`src/rtl/multi_ch_accum_pkg.sv`:
```
// multi_ch_accum shared types and helpers.
// FSM state encoding, result width and sample extension.
package multi_ch_accum_pkg;

  typedef enum logic [1:0] {
    S_IDLE,
    S_ACCUM,
    S_DONE
  } state_e;

  localparam int unsigned XW = 128;

  function automatic int rw_f(int bits, int cges);
    return $clog2(cges) + bits;
  endfunction

  function automatic logic [XW-1:0] ext_f(
    logic [XW-1:0] x,
    int            bits,
    bit            sgn
  );
    logic [XW-1:0] m;
    m = {XW{1'b1}} << bits;
    ext_f = x & ~m;
    if (sgn && x[bits-1]) begin
      ext_f = ext_f | m;
    end
  endfunction

endpackage

```
`src/rtl/multi_ch_accum_lane.sv`:
```
// One channel accumulator with clear and enable.
// MULTI_CH_ACCUM_PEAK_EN adds a running maximum register.
module accum_lane
  import multi_ch_accum_pkg::*;
#(
  parameter int BITS   = 32,
  parameter int RW     = 38,
  parameter int SIGNED = 0
) (
  input  logic            clk,
  input  logic            reset_n,
  input  logic            clr,
  input  logic            en,
  input  logic [BITS-1:0] din,
  output logic [RW-1:0]   acc
`ifdef MULTI_CH_ACCUM_PEAK_EN
  ,
  output logic [BITS-1:0] peak
`endif
);

  logic [RW-1:0] acc_q, acc_d;
  logic [RW-1:0] x_ext;

  // Extend the sample and form the next running sum.
  always_comb begin
    x_ext = RW'(ext_f(XW'(din), BITS, SIGNED != 0));
    acc_d = acc_q;
    if (clr) begin
      acc_d = '0;
    end else if (en) begin
      acc_d = acc_q + x_ext;
    end
  end

  // Running sum register.
  always_ff @(posedge clk or negedge reset_n) begin
    if (!reset_n) begin
      acc_q <= '0;
    end else begin
      acc_q <= acc_d;
    end
  end

  assign acc = acc_q;

`ifdef MULTI_CH_ACCUM_PEAK_EN
  localparam logic [BITS-1:0] PK_MIN =
    (SIGNED != 0) ? {1'b1, {(BITS-1){1'b0}}} : '0;

  logic [BITS-1:0] pk_q, pk_d;
  logic            gt;

  // Keep the largest sample, compared in the lane's signedness.
  always_comb begin
    gt = (SIGNED != 0) ? ($signed(din) > $signed(pk_q))
                       : (din > pk_q);
    pk_d = pk_q;
    if (clr) begin
      pk_d = PK_MIN;
    end else if (en && gt) begin
      pk_d = din;
    end
  end

  // Peak register.
  always_ff @(posedge clk or negedge reset_n) begin
    if (!reset_n) begin
      pk_q <= '0;
    end else begin
      pk_q <= pk_d;
    end
  end

  assign peak = pk_q;
`endif

endmodule

```
`src/rtl/multi_ch_accum.sv`:
```
// NCH-channel frame accumulator with in/out handshakes.
// MULTI_CH_ACCUM_PEAK_EN adds a per-channel peak output.
module multi_ch_accum
  import multi_ch_accum_pkg::*;
#(
  parameter  int BITS   = 32,
  parameter  int CGES   = 49,
  parameter  int NCH    = 4,
  parameter  int SIGNED = 0,
  localparam int RW     = rw_f(BITS, CGES),
  localparam int BW     = $clog2(CGES + 1)
) (
  input  logic              clk,
  input  logic              reset_n,
  input  logic              start,
  input  logic              fin,
  input  logic              in_valid,
  output logic              in_ready,
  input  logic [NCH*BITS-1:0] in_data,
  output logic              out_valid,
  input  logic              out_ready,
  output logic [NCH*RW-1:0] result,
  output logic [BW-1:0]     beats,
  output logic              busy
`ifdef MULTI_CH_ACCUM_PEAK_EN
  ,
  output logic [NCH*BITS-1:0] peak
`endif
);

  localparam logic [BW-1:0] LAST = BW'(CGES - 1);

  state_e        state_q, state_d;
  logic [BW-1:0] beats_q, beats_d;
  logic          ov_q;
  logic          busy_q;
  logic          clr;
  logic          accept;

  assign in_ready = (state_q == S_ACCUM) & ~fin;
  assign accept   = in_valid & in_ready;
  assign clr      = (state_q == S_IDLE) & start;

  // Next state and beat count.
  always_comb begin
    state_d = state_q;
    beats_d = beats_q;
    unique case (state_q)
      S_IDLE: begin
        if (start) begin
          state_d = S_ACCUM;
          beats_d = '0;
        end
      end
      S_ACCUM: begin
        if (fin) begin
          state_d = S_DONE;
        end else if (accept) begin
          beats_d = beats_q + 1'b1;
          if (beats_q == LAST) begin
            state_d = S_DONE;
          end
        end
      end
      S_DONE: begin
        if (out_ready) begin
          state_d = S_IDLE;
        end
      end
      default: state_d = S_IDLE;
    endcase
  end

  // State, counter and registered status flags.
  always_ff @(posedge clk or negedge reset_n) begin
    if (!reset_n) begin
      state_q <= S_IDLE;
      beats_q <= '0;
      ov_q    <= 1'b0;
      busy_q  <= 1'b0;
    end else begin
      state_q <= state_d;
      beats_q <= beats_d;
      ov_q    <= (state_d == S_DONE);
      busy_q  <= (state_d != S_IDLE);
    end
  end

  assign out_valid = ov_q;
  assign busy      = busy_q;
  assign beats     = beats_q;

  for (genvar c = 0; c < NCH; c++) begin : g_lane
    accum_lane #(
      .BITS   (BITS),
      .RW     (RW),
      .SIGNED (SIGNED)
    ) u_lane (
      .clk     (clk),
      .reset_n (reset_n),
      .clr     (clr),
      .en      (accept),
      .din     (in_data[c*BITS +: BITS]),
      .acc     (result[c*RW +: RW])
`ifdef MULTI_CH_ACCUM_PEAK_EN
      ,
      .peak    (peak[c*BITS +: BITS])
`endif
    );
  end

endmodule

```
`config.mk`:
```
export PLATFORM = sky130hd
export DESIGN_NAME = multi_ch_accum
export DESIGN_NICKNAME = d
export VERILOG_FILES = /design/src/rtl/multi_ch_accum_pkg.sv /design/src/rtl/multi_ch_accum_lane.sv /design/src/rtl/multi_ch_accum.sv
export SDC_FILE = /design/constraint.sdc
export NUM_CORES = 1
export LEC_CHECK = 0
export ABC_AREA = 1
export CORE_UTILIZATION = 40
export CTS_CLUSTER_SIZE = 20
export DETAILED_ROUTE_END_ITERATION = 16
export PLACE_DENSITY_LB_ADDON = 0.12
export REMOVE_ABC_BUFFERS = 1
export SETUP_SLACK_MARGIN = 0.02
export SYNTH_ARGS = -nofsm -noshare
export SYNTH_HDL_FRONTEND = slang
export SYNTH_SLANG_ARGS = --single-unit
```
`constraint.sdc`:
```
create_clock -name clk -period 2.8 [get_ports clk]
set_input_delay 0.56 -clock clk [delete_from_list [all_inputs] [get_ports clk]]
set_output_delay 0.56 -clock clk [all_outputs]
set_load 0.02 [all_outputs]
```
## Word-level counts from Yosys, hierarchy flattened

Cells that the tools add are included.

- Flip-flop bits (word level): 162
- Input port bits: 134
- Logic and storage cells: 47

- $add $sub $neg: 5
- Equal/unequal tests: 7
- Multiplexer cells: 18
- Bitwise gates (word level): 4
- Reduce and logical (&&, ||, !) cells: 5

Operators with widths:

| operator | number |
|---|---|
| $mux 38 | 8 |
| $add 38x32->38 | 4 |
| $mux 6 | 3 |
| $pmux 6 s2 | 1 |
| $mux 2 | 5 |
| $add 6x1->6 const B | 1 |
| $eq 6x6->1 const B | 1 |
| $ne 2x2->1 const B | 3 |
| $pmux 2 s3 | 1 |
| $reduce_bool 2->1 | 3 |
| $eq 2x2->1 const B | 2 |
| $reduce_and 4->1 | 1 |
| $and 1x1->1 | 3 |
| $eq 2x1->1 const B | 1 |
| $logic_not 2->1 | 1 |
| $not 1->1 | 1 |

## Longest topological paths before layout

Gate-level depths: netlist of run 1.

- Word-level depth: 7
- Gate-level depth with buffers: 15
- Depth with buffers taken out: 15

## By module

A second synthesis of run 1 with hierarchy kept.

- Cells, all modules: 2749
- Area, all modules: 16510.8 µm²

By module, submodules not included:

| module | instances | cells an instance | area an instance (µm²) |
|---|---|---|---|
| accum_lane at g_lane[0].u_lane ... | 2 | 669 | 3966.3 |
| accum_lane at g_lane[2].u_lane | 1 | 669 | 4026.4 |
| accum_lane at g_lane[3].u_lane | 1 | 672 | 3997.6 |
| multi_ch_accum | 1 | 70 | 554.3 |

## Least setup slack after synthesis of run 1

No wires, ideal clock.

- Path kind: in2reg
- From: input in_data[64]
- To: register g_lane[2].u_lane.acc_q[20]
- Setup time: 119 ps
- Arrival time: 2043 ps
- Slack: 638 ps
- Stages: 14
- Path through: ha_1 fa_1 inv_1 nor2_1 nor2_2 inv_1 nand2_1 nand2_2 nand2_1 nand2_2 nand2_1 nand2_1 nor2_1 o21ai_2

- Cells in the longest elaborated chain, start to end: 3

RTL lines:

| item | RTL line | source |
|---|---|---|
| start, declared | multi_ch_accum.sv:19 | `input logic [NCH*BITS-1:0] in_data,` |
| $add 38x32->38 | multi_ch_accum_lane.sv:32 | `acc_d = acc_q + x_ext;` |
| $mux 38 | multi_ch_accum_lane.sv:31 | `end else if (en) begin` |
| $mux 38 | multi_ch_accum_lane.sv:29 | `if (clr) begin` |
| end signal, assigned | multi_ch_accum_lane.sv:39 | `acc_q <= '0;` |
| end signal, assigned | multi_ch_accum_lane.sv:41 | `acc_q <= acc_d;` |
| end, declared | multi_ch_accum_lane.sv:22 | `logic [RW-1:0] acc_q, acc_d;` |

No other way between the ends. The select of a mux whose other input is x is not followed.
A chain may end at the register's enable or synchronous reset.

## Final worst setup path of run 1

- From: input fin
- To: output in_ready

- Cells in the longest elaborated chain, start to end: 2

RTL lines:

| item | RTL line | source |
|---|---|---|
| start, declared | multi_ch_accum.sv:16 | `input logic fin,` |
| $not 1->1 | multi_ch_accum.sv:40 | `assign in_ready = (state_q == S_ACCUM) & ~fin;` |
| $and 1x1->1 | multi_ch_accum.sv:40 |  |
| end, declared | multi_ch_accum.sv:18 | `output logic in_ready,` |

No other way between the ends.

==> results.json, run 1 <==
{
  "setup_tns_ns": 0,
  "die-area_sq_mm": 0.0411,
  "start_util_pct": 40.5,
  "post_cts_buffers": 0,
  "clkTransAtPathRegs_ns": 0.07,
  "max_freq_mhz": 395,
  "rows": 73,
  "coreArea_sq_mm": 0.0397,
  "hpwl_mm": 45.4,
  "fin_util_pct": 51.8,
  "maxCapViolCount": 0,
  "seq_area_frac_synth_pct": 25.2,
  "syn_area_sq_mm": 0.0161,
  "combPwrFrac_pct": 66.6,
  "crit_arrival_ns": 1.97,
  "die_y_um": 203,
  "pin_count": 295,
  "slowest_stage": "clkdlybuf4s50_1",
  "switchingPower_uw": 10600,
  "yosysTopAreaCell": "nand2_1",
  "period_share_pct": 90.4,
  "fin_worst_skew_ns": 0.0152,
  "first_iter_violations": 1091,
  "crit_top_cell": "clkdlybuf4s50_1",
  "maxSlewHeadroom_pct": 61.5,
  "postSynthCellCount": 2713,
  "final_common_cell": "nand2_1",
  "yosys.area.top_type_share_pct": 25.2,
  "grt_pass1_vias": 16800,
  "synthTopCellsByArea": "nand2_1 25%, dfrtp_1 25%, ha_1 10%",
  "post_drt_via_cell_ratio": 4.98,
  "grt_max_degree": 53,
  "ant_nets": 0,
  "peakVddDrop_mv": 0.481,
  "synth_seq_cells": 162,
  "ys_types": 44,
  "grt_pass1_wl_mm": 89.3,
  "crit_path_end_kind": "primary output",
  "power.leakage_uw": 0.0113,
  "timing.final.crit_period_ns": 2.53,
  "setup_viol": 0,
  "pwr-share-seq_pct": 20.3,
  "avgSynthCellArea_sq_um": 5.94,
  "worst_setup_path_start_kind": "primary input",
  "min_path_type": "in2async",
  "fin_ws_ns": 0.269,
  "dominantRegCellSynth": "dfrtp_1",
  "post_cts_resized": 0,
  "wire_per_inst_um": 15.8,
  "grt.total_usage_pct": 27.6,
  "multi_input_comb_area_sq_mm": 0.0104,
  "dr.pass1.iters": 8,
  "rsz0062_at_grt": "false",
  "crit_path_max_fanout": 3,
  "layout_common_cells": "1083 x nand2_1, 392 x inv_1, 293 x clkdlybuf4s50_1, 269 x nor2_1, 190 x a21oi_1",
  "cp.required_ns": 2.24,
  "drv_slew": 0,
  "hold_buffers": 0,
  "finalWeightedCongestion": 0.948,
  "synth_edf_count": 0,
  "crit_chain": "clkdlybuf4s50_1 > nor2_4 > clkdlybuf4s50_1",
  "cts_tree": "built",
  "path_class": "in2out",
  "grt_overflow": 0,
  "p_int_uw": 9840,
  "cts_made_buffers": 17,
  "drc": 0,
  "vias": 17800,
  "cts-root-buf": "clkbuf_16",
  "synthesis.yosys.warnings": 0,
  "switching_share_pct": 51.8,
  "nFillCells": 4210,
  "finalNetCount": 3298,
  "cts_htree_levels": 4,
  "final-seq-area_sq_mm": 0.00405,
  "clock_path_buffers": 2,
  "port_buffers": 294,
  "timing_hold_violations_final": 0,
  "antenna_found_initial": 2,
  "cts.sinks": 162,
  "dp_slack_ns": -0.0556,
  "clock_latency_ns": 0.49,
  "clkPwrFrac_pct": 13.1,
  "routed_wl_mm": 56.4,
  "cpPeakStageDelay_ns": 0.68,
  "finalPower_uw": 20400,
  "async_flop_share_pct": 100,
  "worst_pin_slew_ns": 0.578,
  "outcome": "complete, no violations",
  "drive_gt1_share_pct": 4.50,
  "whs_ns": 0.0477,
  "die-width_um": 203,
  "cellPowerDensity_mw_per_mm2": 991,
  "area_growth_pct": 27.8
}
final timing paths:
check	start	to	slack, ns	depth (start not counted)
max in group asynchronous	reset_n	g_lane[1].u_lane.acc[33]$_DFFE_PN0P_	1.98	2
max	fin	in_ready	0.27	3
min	reset_n	g_lane[3].u_lane.acc[11]$_DFFE_PN0P_	0.05	1
min in group clk	g_lane[1].u_lane.acc[18]$_DFFE_PN0P_	g_lane[1].u_lane.acc[18]$_DFFE_PN0P_	0.51	2
max reg2reg	g_lane[1].u_lane.acc[0]$_DFFE_PN0P_	g_lane[1].u_lane.acc[24]$_DFFE_PN0P_	0.57	12
min reg2reg	g_lane[1].u_lane.acc[18]$_DFFE_PN0P_	g_lane[1].u_lane.acc[18]$_DFFE_PN0P_	0.51	2
cell usage after synthesis (9+ instances only):
cell type,n
a21oi_1,190
buf_2,28
dfrtp_1,162
ha_1,130
inv_1,392
nand2_1,1083
nand2_2,16
nand3_1,141
nand3_2,15
nand3b_1,21
nand4_1,13
nor2_1,269
nor2_2,9
nor3_1,26
o21ai_0,115
o21bai_1,12
worst max-delay path, delay by kind of cell:
kind / cells / cell delay, ns
simple gates: 1 / 0.19
buf+inv: 2 / 1.22
power groups by stage:
stage | Sequential, uW | Clock (uW) | Combinational [uW]
final | 4150 | 2670 | 13600
after global routing | 4270 | 2820 | 15100
after CTS | 4150 | 2740 | 13600
after detailed placement | 4170 | 0 | 13500
after global placement | 4160 | 0 | 13400
after floorplan | 5010 | 0 | 7400
kinds of logic after synthesis:
family                     Yosys count  share of synthesized area (%)
and+or+nand+nor                   1621                           41.4
AOI/OAI and AO/OA                  357                           12.0
buffers and inverters              432                           10.4
adders and majority gates          134                           10.6
xor gates and xnor gates             7                          0.381
DFF                                162                           25.2
metal layers:
| metal | up-vias | global-route usage (%) | wire length [um] |
|---|---|---|---|
| met4 | 0 | 8.67 | 1330 |
| met5 | - | 0 | 0 |
| met1 | 8041 | 38.4 | 27100 |
| li1 | 9201 | - | - |
| met3 | 65 | 4.74 | 3320 |
| met2 | 478 | 43.2 | 24600 |
sequential cells by signal, summed over array words and instances, names as in the netlist:
name	flops
busy	1
beats	6
g_lane.u_lane.acc	152
out_valid	1
state_q	2
through the flow:
stage               instances  area [sq um]
global route             3570         20600
finish                   3570         20600
floorplan                2677         15900
global placement         3536         19900
detailed placement       3536         19900
CTS                      3568         20600
final cells by class:
class	count	area share [%]
sequential	162	19.7
clock buffer	21	2.24
tap	525	3.19
inverter	396	7.24
multi-input combinational	2119	50.4
timing repair buffer	334	16.4
clock inverter	11	0.863
antenna	2	0.0243
No activity file was read; power rests on OpenSTA's default activity.
==> run 2: changes to the inputs <==
--- a/config.mk
+++ b/config.mk
@@ -9,7 +9,7 @@
 export CORE_UTILIZATION = 40
 export CTS_CLUSTER_SIZE = 20
 export DETAILED_ROUTE_END_ITERATION = 16
-export PLACE_DENSITY_LB_ADDON = 0.12
+export GPL_ROUTABILITY_DRIVEN = 1
 export REMOVE_ABC_BUFFERS = 1
 export SETUP_SLACK_MARGIN = 0.02
 export SYNTH_ARGS = -nofsm -noshare
==> run 2 against run 1 <==
  * Die area stayed put
  * Fmax is 4.3% higher
  * Critical path type unchanged
  * Total power is 0.54% lower
  * Utilization is 0.085 points lower
  * Register-to-register slack worse by 0.05 ns
  * Highest routed layer unchanged
==> results.json, run 2 (same netlist as run 1, synthesis figures left out) <==
{
  "outcome": "complete, no violations",
  "setup_viol": 0,
  "layout_common_cells": "1083 x nand2_1, 392 x inv_1, 293 x clkdlybuf4s50_1, 269 x nor2_1, 190 x a21oi_1",
  "p_int_uw": 9670,
  "clock_latency_ns": 0.49,
  "cts_made_buffers": 17,
  "cellPowerDensity_mw_per_mm2": 988,
  "hold_buffers": 0,
  "vias": 17900,
  "start_util_pct": 40.5,
  "ant_nets": 0,
  "critPathTopFamily": "buffers and inverters",
  "final_common_cell": "nand2_1",
  "whs_ns": 0.0375,
  "clock_path_buffers": 2,
  "port_buffers": 294,
  "worst_setup_path_start_kind": "primary input",
  "timing.final.crit_period_ns": 2.43,
  "crit_chain": "clkdlybuf4s50_1 > nor2_4 > clkdlybuf4s50_1",
  "worst_pin_slew_ns": 0.569,
  "drive_gt1_share_pct": 4.63,
  "post_cts_buffers": 0,
  "multi_input_comb_area_sq_mm": 0.0104,
  "routed_wl_mm": 57.4,
  "cts_htree_levels": 4,
  "grt_overflow": 0,
  "finalWeightedCongestion": 0.951,
  "timing_hold_violations_final": 0,
  "first_iter_violations": 1130,
  "post_drt_via_cell_ratio": 5.02,
  "finalPower_uw": 20300,
  "rsz0062_at_grt": "false",
  "grt.total_usage_pct": 28.5,
  "path_class": "in2out",
  "grt_pass1_wl_mm": 91.7,
  "maxCapViolCount": 0,
  "die-width_um": 203,
  "drc": 0,
  "wire_per_inst_um": 16.1,
  "dr.pass1.iters": 5,
  "pin_count": 295,
  "drv_slew": 0,
  "nFillCells": 4157,
  "fin_worst_skew_ns": 0.00928,
  "crit_arrival_ns": 1.87,
  "cp.required_ns": 2.24,
  "cts.sinks": 162,
  "post_cts_resized": 0,
  "hpwl_mm": 46.2,
  "final-seq-area_sq_mm": 0.00405,
  "period_share_pct": 86.7,
  "cpPeakStageDelay_ns": 0.68,
  "power.leakage_uw": 0.0113,
  "rows": 73,
  "slowest_stage": "clkdlybuf4s50_1",
  "clkTransAtPathRegs_ns": 0.06,
  "crit_path_end_kind": "primary output",
  "critical_path_buf_inv_count": 2,
  "crit_top_cell": "clkdlybuf4s50_1",
  "peakVddDrop_mv": 0.462,
  "pwr-share-seq_pct": 20.4,
  "area_growth_pct": 27.6,
  "antenna_found_initial": 3,
  "coreArea_sq_mm": 0.0397,
  "clkPwrFrac_pct": 12.3,
  "die_y_um": 203,
  "switching_share_pct": 52.3,
  "grt_pass1_vias": 17400,
  "placedCellCount": 3541,
  "finalNonFillerCells": 3575,
  "largest_register_ff_count": 152,
  "crit_path_max_fanout": 3,
  "combPwrFrac_pct": 67.3,
  "cts_tree": "built",
  "grt_max_degree": 49,
  "max_freq_mhz": 412,
  "switchingPower_uw": 10600,
  "maxSlewHeadroom_pct": 62.1,
  "die-area_sq_mm": 0.0411,
  "finalNetCount": 3303,
  "cts-root-buf": "clkbuf_16",
  "min_path_type": "in2async"
}
-- run 2: changes by cell type in the layout (fill, tap and decap cells not counted), moves of 2 or more --
| cell | delta |
|---|---|
| clkbuf_8 | +2 |
| buf_4 | +7 |
| bufinv_16 | -2 |
| buf_12 | -2 |
| clkinvlp_4 | -3 |
| clkinv_2 | +3 |
-- run 2: routing by layer --
metal  global-route usage, %  up-vias  share of wire (%)
met1                    39.0     8123                 48
met3                    4.45       89                5.8
met5                       0        -                  0
met2                    44.5      532                 43
met4                    11.7        0                3.2
li1                        -     9195                  -
-- run 2: stage by stage --
step	utilization [%]	setup slack, ns	TNS [ns]	instance area, sq um
2_1_floorplan	-	-0.669	-65.53	15900
3_3_place_gp	50.2	0.0311	0	20000
3_5_place_dp	50.2	0.0217	0	20000
4_1_cts	51.7	0.371	0	20500
5_1_grt	51.7	0.278	0	20600
6_report	51.7	0.373	0	20600
-- run 2: worst paths after layout --
path,startpoint,cells after the start,to,slack (ns)
max reg2reg,g_lane[2].u_lane.acc[0]$_DFFE_PN0P_,11,g_lane[2].u_lane.acc[34]$_DFFE_PN0P_,0.52
max in group asynchronous,reset_n,2,g_lane[0].u_lane.acc[15]$_DFFE_PN0P_,2.07
min in group clk,g_lane[2].u_lane.acc[15]$_DFFE_PN0P_,2,g_lane[2].u_lane.acc[15]$_DFFE_PN0P_,0.51
min reg2reg,g_lane[2].u_lane.acc[15]$_DFFE_PN0P_,2,g_lane[2].u_lane.acc[15]$_DFFE_PN0P_,0.51
max,fin,3,in_ready,0.37
min,reset_n,1,g_lane[3].u_lane.acc[8]$_DFFE_PN0P_,0.04
-- run 2: final cells by class --
class	instances	share of cell area, %
antenna	3	0.0365
tap	525	3.20
multi-input combinational	2119	50.5
timing repair buffer	339	16.5
inverter	396	7.25
sequential	162	19.7
clock inverter	8	0.493
clock buffer	23	2.37
-- run 2: power by group through the flow --
stage,sequential [uW],combinational [uW],clock [uW]
finish,4150,13700,2490
global route,4260,15200,2640
CTS,4150,13600,2570
detailed placement,4180,13600,0
global placement,4160,13500,0
floorplan,5010,7400,0
==> run 3: changes to the inputs <==
--- a/config.mk
+++ b/config.mk
@@ -12,6 +12,7 @@
 export GPL_ROUTABILITY_DRIVEN = 1
 export REMOVE_ABC_BUFFERS = 1
 export SETUP_SLACK_MARGIN = 0.02
+export SLEW_MARGIN = 20
 export SYNTH_ARGS = -nofsm -noshare
 export SYNTH_HDL_FRONTEND = slang
 export SYNTH_SLANG_ARGS = --single-unit
==> results of run 3 <==
Final layout, timing and power as in run 2 (identical DEF).
